$ cat src/rtl/aosi_pcie_packer_pkg.sv
// Shared types and constants for the AmorphOS PCI-E sub-packet packer.
package aosi_pcie_packer_pkg;

    localparam int F1_PCIE_HDR_SLOT_W   = 16;
    localparam int F1_PCIE_SUB_W        = 128;
    localparam int F1_PCIE_MAX_SUB      = 3;
    localparam int F1_PCIE_PKT_W        = 512;
    localparam int F1_PCIE_HDR_W        = 40;
    localparam int F1_pcie_pack_timeout = 64;

    typedef struct packed {
        logic                          valid;
        logic [F1_PCIE_SUB_W-1:0]      data;
        logic [F1_PCIE_HDR_SLOT_W-1:0] slot;
        logic                          last;
    } PCIEPacket;

    // Header layout from LSB: slot, count, valid vector, last vector.
    typedef struct packed {
        logic [7:0]                    last_vec;
        logic [7:0]                    valid_vec;
        logic [7:0]                    count;
        logic [F1_PCIE_HDR_SLOT_W-1:0] slot;
    } pcie_pack_hdr_t;

    typedef enum logic [1:0] {
        ST_IDLE,
        ST_FILL,
        ST_FLUSH
    } acc_state_e;

endpackage

$ cat src/rtl/aosi_pcie_packer_if.sv
// Sub-packet input and bundle output handshake between arbiter, packer and PCIM engine.
interface aosi_pcie_packer_if;
    import aosi_pcie_packer_pkg::*;

    PCIEPacket                packet_from_aosi;
    logic                     packet_from_aosi_grant;
    logic [F1_PCIE_PKT_W-1:0] packet_to_pcim;
    logic                     packet_to_pcim_valid;
    logic                     packet_to_pcim_grant;

    modport slave (
        input  packet_from_aosi,
        input  packet_to_pcim_grant,
        output packet_from_aosi_grant,
        output packet_to_pcim,
        output packet_to_pcim_valid
    );

    modport master (
        output packet_from_aosi,
        output packet_to_pcim_grant,
        input  packet_from_aosi_grant,
        input  packet_to_pcim,
        input  packet_to_pcim_valid
    );

endinterface

$ cat src/rtl/aosi_pcie_bundle_acc.sv
// Bundle accumulator: gathers same-slot sub-packets and closes on last, full,
// slot change or idle timeout; o_close marks the edge a bundle is written out.
module aosi_pcie_bundle_acc
    import aosi_pcie_packer_pkg::*;
#(
    parameter int NUM_SUB        = 3,
    parameter int TIMEOUT_CYCLES = F1_pcie_pack_timeout
) (
    input  logic                     clk,
    input  logic                     rst_n,
    input  PCIEPacket                i_pkt,
    input  logic                     i_ready,
    output logic                     o_grant,
    output logic                     o_close,
    output logic                     o_timeout,
    output logic [F1_PCIE_PKT_W-1:0] o_bundle
);

    localparam int          H         = NUM_SUB * F1_PCIE_SUB_W;
    localparam logic [7:0]  NUM_SUB_B = 8'(NUM_SUB);
    localparam logic [31:0] TO_LAST   = 32'(TIMEOUT_CYCLES - 1);

    typedef struct packed {
        logic [NUM_SUB-1:0][F1_PCIE_SUB_W-1:0] data;
        logic [F1_PCIE_HDR_SLOT_W-1:0]         slot;
        logic [7:0]                            count;
        logic [NUM_SUB-1:0]                    vvec;
        logic [NUM_SUB-1:0]                    lvec;
    } acc_t;

    acc_state_e               r_state, w_state_nxt;
    acc_t                     r_acc, w_acc_nxt, w_fresh, w_src;
    logic [31:0]              r_timer, w_timer_nxt;
    logic                     w_grant, w_close, w_timeout, w_emit_nxt;
    pcie_pack_hdr_t           w_hdr;
    logic [F1_PCIE_PKT_W-1:0] w_bundle;

    // NOTE: state is updated with non-blocking assignments so every flop samples pre-edge values.
    always_ff @(posedge clk or negedge rst_n) begin
        if (!rst_n) begin
            r_state <= ST_IDLE;
            r_acc   <= '0;
            r_timer <= '0;
        end else begin
            r_state <= w_state_nxt;
            r_acc   <= w_acc_nxt;
            r_timer <= w_timer_nxt;
        end
    end

    always_comb begin
        // NOTE: every signal written here gets a default first so no latch is inferred.
        w_state_nxt = r_state;
        w_acc_nxt   = r_acc;
        w_timer_nxt = r_timer;
        w_grant     = 1'b0;
        w_close     = 1'b0;
        w_timeout   = 1'b0;
        w_emit_nxt  = 1'b0;

        w_fresh         = '0;
        w_fresh.data[0] = i_pkt.data;
        w_fresh.slot    = i_pkt.slot;
        w_fresh.count   = 8'd1;
        w_fresh.vvec[0] = 1'b1;
        w_fresh.lvec[0] = i_pkt.last;

        case (r_state)
            ST_IDLE: begin
                if (i_pkt.valid) begin
                    w_grant     = 1'b1;
                    w_acc_nxt   = w_fresh;
                    w_timer_nxt = '0;
                    if (i_pkt.last || NUM_SUB == 1) begin
                        w_emit_nxt  = 1'b1;
                        w_close     = i_ready;
                        w_state_nxt = i_ready ? ST_IDLE : ST_FLUSH;
                    end else begin
                        w_state_nxt = ST_FILL;
                    end
                end
            end

            ST_FILL: begin
                if (i_pkt.valid && i_pkt.slot == r_acc.slot) begin
                    w_grant     = 1'b1;
                    w_timer_nxt = '0;
                    for (int i = 0; i < NUM_SUB; i++) begin
                        if (i == int'(r_acc.count)) begin
                            w_acc_nxt.data[i] = i_pkt.data;
                            w_acc_nxt.vvec[i] = 1'b1;
                            w_acc_nxt.lvec[i] = i_pkt.last;
                        end
                    end
                    w_acc_nxt.count = r_acc.count + 8'd1;
                    if (i_pkt.last || w_acc_nxt.count == NUM_SUB_B) begin
                        w_emit_nxt  = 1'b1;
                        w_close     = i_ready;
                        w_state_nxt = i_ready ? ST_IDLE : ST_FLUSH;
                    end
                end else if (i_pkt.valid) begin
                    // Slot change: the held bundle goes out and the new sub only enters if that push lands.
                    if (i_ready) begin
                        w_grant     = 1'b1;
                        w_close     = 1'b1;
                        w_acc_nxt   = w_fresh;
                        w_timer_nxt = '0;
                        w_state_nxt = (i_pkt.last || NUM_SUB == 1) ? ST_FLUSH : ST_FILL;
                    end else begin
                        w_state_nxt = ST_FLUSH;
                    end
                end else if (TIMEOUT_CYCLES != 0 && r_timer == TO_LAST) begin
                    w_timeout   = 1'b1;
                    w_close     = i_ready;
                    w_state_nxt = i_ready ? ST_IDLE : ST_FLUSH;
                end else begin
                    w_timer_nxt = r_timer + 32'd1;
                end
            end

            ST_FLUSH: begin
                if (i_ready) begin
                    w_close     = 1'b1;
                    w_state_nxt = ST_IDLE;
                end
            end

            default: w_state_nxt = ST_IDLE;
        endcase
    end

    // A bundle closing on the accept edge carries the incoming sub; otherwise the held one goes out.
    always_comb begin
        w_src           = w_emit_nxt ? w_acc_nxt : r_acc;
        w_hdr           = '0;
        w_hdr.slot      = w_src.slot;
        w_hdr.count     = w_src.count;
        w_hdr.valid_vec = 8'(w_src.vvec);
        w_hdr.last_vec  = 8'(w_src.lvec);
        w_bundle        = '0;
        for (int i = 0; i < NUM_SUB; i++) begin
            w_bundle[i*F1_PCIE_SUB_W +: F1_PCIE_SUB_W] = w_src.data[i];
        end
        w_bundle[H +: F1_PCIE_HDR_W] = w_hdr;
    end

    assign o_grant   = w_grant;
    assign o_close   = w_close;
    assign o_timeout = w_timeout;
    assign o_bundle  = w_bundle;

endmodule

$ cat src/rtl/aosi_pcie_packer.sv
// Packs AmorphOS PCI-E sub-packets into 512-bit F1 bundles, queues them in an
// output FIFO for the PCIM write engine and keeps running statistics.
module aosi_pcie_packer
    import aosi_pcie_packer_pkg::*;
#(
    parameter int NUM_SUB        = 3,
    parameter int TIMEOUT_CYCLES = F1_pcie_pack_timeout,
    parameter int OUT_LOG_DEPTH  = 3
) (
    input  logic                     clk,
    input  logic                     rst_n,
    aosi_pcie_packer_if.slave        bus,
    output logic [31:0]              stat_bundles,
    output logic [31:0]              stat_subpkts,
    output logic [15:0]              stat_timeouts
);

    localparam int DEPTH = 1 << OUT_LOG_DEPTH;

    logic                     w_grant, w_close, w_timeout, w_pop, w_full, w_empty;
    logic [F1_PCIE_PKT_W-1:0] w_bundle;
    logic [OUT_LOG_DEPTH:0]   r_wr_ptr, r_rd_ptr;
    logic [F1_PCIE_PKT_W-1:0] r_mem [DEPTH];
    logic [31:0]              r_stat_bundles, r_stat_subpkts;
    logic [15:0]              r_stat_timeouts;

    aosi_pcie_bundle_acc #(
        .NUM_SUB        (NUM_SUB),
        .TIMEOUT_CYCLES (TIMEOUT_CYCLES)
    ) u_acc (
        .clk       (clk),
        .rst_n     (rst_n),
        .i_pkt     (bus.packet_from_aosi),
        .i_ready   (!w_full),
        .o_grant   (w_grant),
        .o_close   (w_close),
        .o_timeout (w_timeout),
        .o_bundle  (w_bundle)
    );

    // Pointers carry one wrap bit so full and empty are distinguishable.
    assign w_empty = (r_wr_ptr == r_rd_ptr);
    assign w_full  = (r_wr_ptr[OUT_LOG_DEPTH] != r_rd_ptr[OUT_LOG_DEPTH]) &&
                     (r_wr_ptr[OUT_LOG_DEPTH-1:0] == r_rd_ptr[OUT_LOG_DEPTH-1:0]);
    assign w_pop   = !w_empty && bus.packet_to_pcim_grant;

    always_ff @(posedge clk or negedge rst_n) begin
        if (!rst_n) begin
            r_wr_ptr <= '0;
            r_rd_ptr <= '0;
        end else begin
            if (w_close) r_wr_ptr <= r_wr_ptr + 1'b1;
            if (w_pop)   r_rd_ptr <= r_rd_ptr + 1'b1;
        end
    end

    // NOTE: bundle storage is deliberately not reset; the pointers alone define which entries are live.
    always_ff @(posedge clk) begin
        if (w_close) r_mem[r_wr_ptr[OUT_LOG_DEPTH-1:0]] <= w_bundle;
    end

    always_ff @(posedge clk or negedge rst_n) begin
        if (!rst_n) begin
            r_stat_bundles  <= '0;
            r_stat_subpkts  <= '0;
            r_stat_timeouts <= '0;
        end else begin
            if (w_close) r_stat_bundles <= r_stat_bundles + 32'd1;
            if (w_grant) r_stat_subpkts <= r_stat_subpkts + 32'd1;
            if (w_timeout && r_stat_timeouts != 16'hFFFF) r_stat_timeouts <= r_stat_timeouts + 16'd1;
        end
    end

    assign bus.packet_from_aosi_grant = w_grant;
    assign bus.packet_to_pcim_valid   = !w_empty;
    assign bus.packet_to_pcim         = w_empty ? '0 : r_mem[r_rd_ptr[OUT_LOG_DEPTH-1:0]];
    assign stat_bundles               = r_stat_bundles;
    assign stat_subpkts               = r_stat_subpkts;
    assign stat_timeouts              = r_stat_timeouts;

endmodule

$ cat src/flat_wrapper.sv
// flat-port wrapper written by rule: the top's interface ports become plain ports
module aosi_pcie_packer_flat import aosi_pcie_packer_pkg::*;
#(
    parameter int NUM_SUB        = 3,
    parameter int TIMEOUT_CYCLES = F1_pcie_pack_timeout,
    parameter int OUT_LOG_DEPTH  = 3
)
  (clk, rst_n, stat_bundles, stat_subpkts, stat_timeouts, bus_packet_from_aosi, bus_packet_to_pcim_grant, bus_packet_from_aosi_grant, bus_packet_to_pcim, bus_packet_to_pcim_valid);
  aosi_pcie_packer_if bus_i ();
  input  logic clk;
  input  logic rst_n;
  output logic [31:0] stat_bundles;
  output logic [31:0] stat_subpkts;
  output logic [15:0] stat_timeouts;
  input wire logic [$bits(bus_i.packet_from_aosi)-1:0] bus_packet_from_aosi;
  input wire logic [$bits(bus_i.packet_to_pcim_grant)-1:0] bus_packet_to_pcim_grant;
  output wire logic [$bits(bus_i.packet_from_aosi_grant)-1:0] bus_packet_from_aosi_grant;
  output wire logic [$bits(bus_i.packet_to_pcim)-1:0] bus_packet_to_pcim;
  output wire logic [$bits(bus_i.packet_to_pcim_valid)-1:0] bus_packet_to_pcim_valid;
  assign bus_i.packet_from_aosi = bus_packet_from_aosi;
  assign bus_i.packet_to_pcim_grant = bus_packet_to_pcim_grant;
  assign bus_packet_from_aosi_grant = bus_i.packet_from_aosi_grant;
  assign bus_packet_to_pcim = bus_i.packet_to_pcim;
  assign bus_packet_to_pcim_valid = bus_i.packet_to_pcim_valid;
  aosi_pcie_packer #(.NUM_SUB(NUM_SUB), .TIMEOUT_CYCLES(TIMEOUT_CYCLES), .OUT_LOG_DEPTH(OUT_LOG_DEPTH)) u_core (.clk(clk), .rst_n(rst_n), .bus(bus_i), .stat_bundles(stat_bundles), .stat_subpkts(stat_subpkts), .stat_timeouts(stat_timeouts));
endmodule
$ cat config.mk
export PLATFORM = sky130hd
export DESIGN_NAME = aosi_pcie_packer_flat
export DESIGN_NICKNAME = d
export VERILOG_FILES = /design/src/rtl/aosi_pcie_packer_pkg.sv /design/src/rtl/aosi_pcie_packer_if.sv /design/src/rtl/aosi_pcie_bundle_acc.sv /design/src/rtl/aosi_pcie_packer.sv /design/src/flat_wrapper.sv
export SDC_FILE = /design/constraint.sdc
export NUM_CORES = 2
export LEC_CHECK = 0
export CORE_MARGIN = 10
export CORE_UTILIZATION = 54
export CTS_BUF_LIST = sky130_fd_sc_hd__clkbuf_4 sky130_fd_sc_hd__clkbuf_8 sky130_fd_sc_hd__clkbuf_16
export DETAILED_ROUTE_END_ITERATION = 7
export GPL_TIMING_DRIVEN = 1
export HOLD_SLACK_MARGIN = 0.02
export MAX_ROUTING_LAYER = met4
export PLACE_DENSITY = 0.78
export SYNTH_ARGS = -nofsm -noshare
export SYNTH_HDL_FRONTEND = slang
export SYNTH_SLANG_ARGS = --single-unit
$ cat constraint.sdc
create_clock -name clk -period 48.4 [get_ports clk]
set_input_delay 7.26 -clock clk [delete_from_list [all_inputs] [get_ports clk]]
set_output_delay 7.26 -clock clk [all_outputs]
set_load 0.1 [all_outputs]
==> flow_summary_export.csv <==
group,metric,value,unit
status,run_status,"completed",
cells_and_area,drive_gt1_share,21.74,%
cts,clkSlewWorstSetupHoldPaths,0.06,ns
worst_setup_path,slowest_delay,1.27,ns
cts,cts_setup_buffers,0,
cts,hold_buffers,0,
worst_setup_path,path_max_fanout,43,
synth,synth_cell_types,61,
sta,fin_hold_ws,0.4759,ns
placement,dpl.hpwl,228.9,mm
cells_and_area,final_common_cell,"edfxtp_1",
global_routing,grt-ovfl-total,0,
routing,drt_iter0_markers,10297,
placement,numPortBuffers,644,
floorplanning,initial_core_util,54.21,%
floorplanning,dieArea,0.3018,mm^2
global_routing,grt_pass1_vias,80661,
sta,period_share,37.71,%
cts,clk_path_buf_depth,4,
cts,clock_sinks,3848,
synth,ys.flop_type,"edfxtp_1",
cts,cts_root_buf,"clkbuf_16",
worst_setup_path,cp-end-kind,"primary output",
worst_setup_path,timing.critical_path.buf_inv,4,
cells_and_area,final_cell_mix,"edfxtp_1, mux4_2, clkdlybuf4s50_1",
sta,skew,0.05962,ns
cells_and_area,nFillCells,18413,
worst_setup_path,cp-start-kind,"input port",
routing,drc_errors,0,
worst_setup_path,crit_family,"buffers and inverters",
sta,slew_viol_final,0,
floorplanning,die_h,549.4,um
worst_setup_path,path_class,"input port to primary output",
cts,htree_levels,5,
floorplanning,ioPinCount,743,
global_routing,grtUsageTotal,26.68,%
synth,synth_cells,7448,
sta,tns,0,ns
global_routing,grt_pass1_wl,574.8,mm
sta,fmax,54.79,MHz
sta,hold_viol,0,
synth,syn_avg_cell_area,20.32,um^2
routing,routed_wl,399.6,mm
worst_setup_path,worst_path_most_repeated_cell,"clkdlybuf4s50_1",
routing,wl_per_cell,32.63,um
cts,cts_made_buffers,378,
synth,ys.warnings.count,0,
synth,synth-edff-count,3312,
routing,vias,78958,
routing,first_pass_iters,5,
synth,async_flop_share,13.93,%
routing,viasPerCell,6.448,
cells_and_area,layout.nets,8300,
floorplanning,die_w,549.4,um
sta,relSlewSlack,12.00,%
run,maxCapViolCount,0,
sta,setup_viol,0,
synth,ys_seq_area_share,74.58,%
global_routing,antenna_found_initial,67,
sta,fin_crit,18.25,ns
synth,netlist_area,0.1513,mm^2
routing,ant_nets,0,
floorplanning,rows,194,
placement,gp_routability_congestion,0.8368,
cts,insertion_delay,0.97,ns
worst_hold_path,hold_class,"flip-flop to flip-flop",
worst_setup_path,crit_slowest_cell,"clkdlybuf4s50_1",
worst_setup_path,cp.arrival,10.99,ns
cts,ctsResizeCount,0,
cells_and_area,area_growth,15.45,%
synth,ys_ff_latch,3848,
cts,cts_tree,"yes",
sta,rsz0062_at_grt,"no",
worst_setup_path,critPathRequiredTime,41.14,ns
global_routing,grt_max_degree,164,
sta,worst_pin_slew,1.316,ns
floorplanning,core,0.2791,mm^2
worst_setup_path,crit_chain,"clkdlybuf4s50_1 -> xor2_1 -> nor4_1 -> and4_1 -> o21ai_1 -> inv_1 -> buf_4 -> clkdlybuf4s50_1",
-- final cells by class --
type	count	area, um^2	area share [%]
Sequential cell	3848	112900	64.61
Tap cell	3724	4659	2.667
Clock inverter	207	2349	1.344
Multi-Input combinational cell	3128	36220	20.73
Antenna cell	53	132.6	0.07591
Timing Repair Buffer	768	7665	4.387
Inverter	17	63.81	0.03652
Clock buffer	501	10740	6.150
-- routing by layer --
metal  global-route usage [%]  share of wire (%)  up-vias
met5                        -                  0        -
met4                    9.054                3.6        0
met3                    7.941                 12      609
met2                    38.74                 46     4770
met1                    36.50                 39    41920
li1                         -                  -    31659
-- metrics by stage --
step                      instances  utilization, %  cell area, um^2  setup slack (ns)
after floorplan                7545               -           151700            -4.226
after global placement        11485           57.85           161500             30.16
after detailed placement      11485           57.85           161500             30.22
after CTS                     12193           62.54           174600             30.19
after global routing          12239           62.58           174700             29.99
final                         12246           62.59           174700             30.15
-- path summary, 6_finish.rpt --
path                                                        to                                start  slack, ns  cells past startpoint
setup / recovery                    bus_packet_from_aosi_grant             bus_packet_from_aosi[16]      30.15                      8
hold / removal             u_core.stat_subpkts[31]$_DFFE_PN0P_  u_core.stat_subpkts[31]$_DFFE_PN0P_       0.48                      1
setup reg to reg                u_core.r_mem[5][301]$_DFFE_PP_      u_core.u_acc.r_acc[8]$_DFF_PN0_      40.87                     11
hold reg to reg            u_core.stat_subpkts[31]$_DFFE_PN0P_  u_core.stat_subpkts[31]$_DFFE_PN0P_       0.48                      1
max in group asynchronous    u_core.u_acc.r_acc[398]$_DFF_PN0_                                rst_n      38.59                      5
min in group asynchronous     u_core.u_acc.r_acc[78]$_DFF_PN0_                                rst_n       6.25                      1
-- registers in the layout, indices dropped and copies added (netlist names) --
register              flops
u_core.r_rd_ptr           4
u_core.r_wr_ptr           4
u_core.stat_bundles      32
u_core.u_acc.r_timer     32
u_core.r_mem           3312
u_core.stat_subpkts      32
u_core.u_acc.r_state      2
u_core.u_acc.r_acc      414
u_core.stat_timeouts     16
-- cells in the mapped netlist, types with 67 or more instances --
cell type | number | share of area, %
edfxtp_1 | 3312 | 66
mux4_2 | 828 | 12
dfrtp_1 | 536 | 8.9
a22o_1 | 517 | 3.0
nor2_1 | 485 | 1.2
mux2i_1 | 414 | 2.7
clkbuf_1 | 258 | 0.64
mux2_2 | 198 | 1.5
buf_1 | 117 | 0.29
buf_4 | 100 | 0.50
mux2_1 | 99 | 0.74
nand2_1 | 67 | 0.17
-- cell families after synthesis --
logic type                 share of synthesized area (%)
AOI/OAI and AO/OA                                  3.348
xor gates and xnor gates                          0.7350
adders and majority gates                        0.08268
buffers and inverters                              1.799
DFF                                                74.58
muxes                                              17.27
other                                           0.002478
and+or+nand+nor                                    2.182
Power is not shown: default switching activity piles up to over one toggle a cycle in this logic, so the estimate is an artifact.
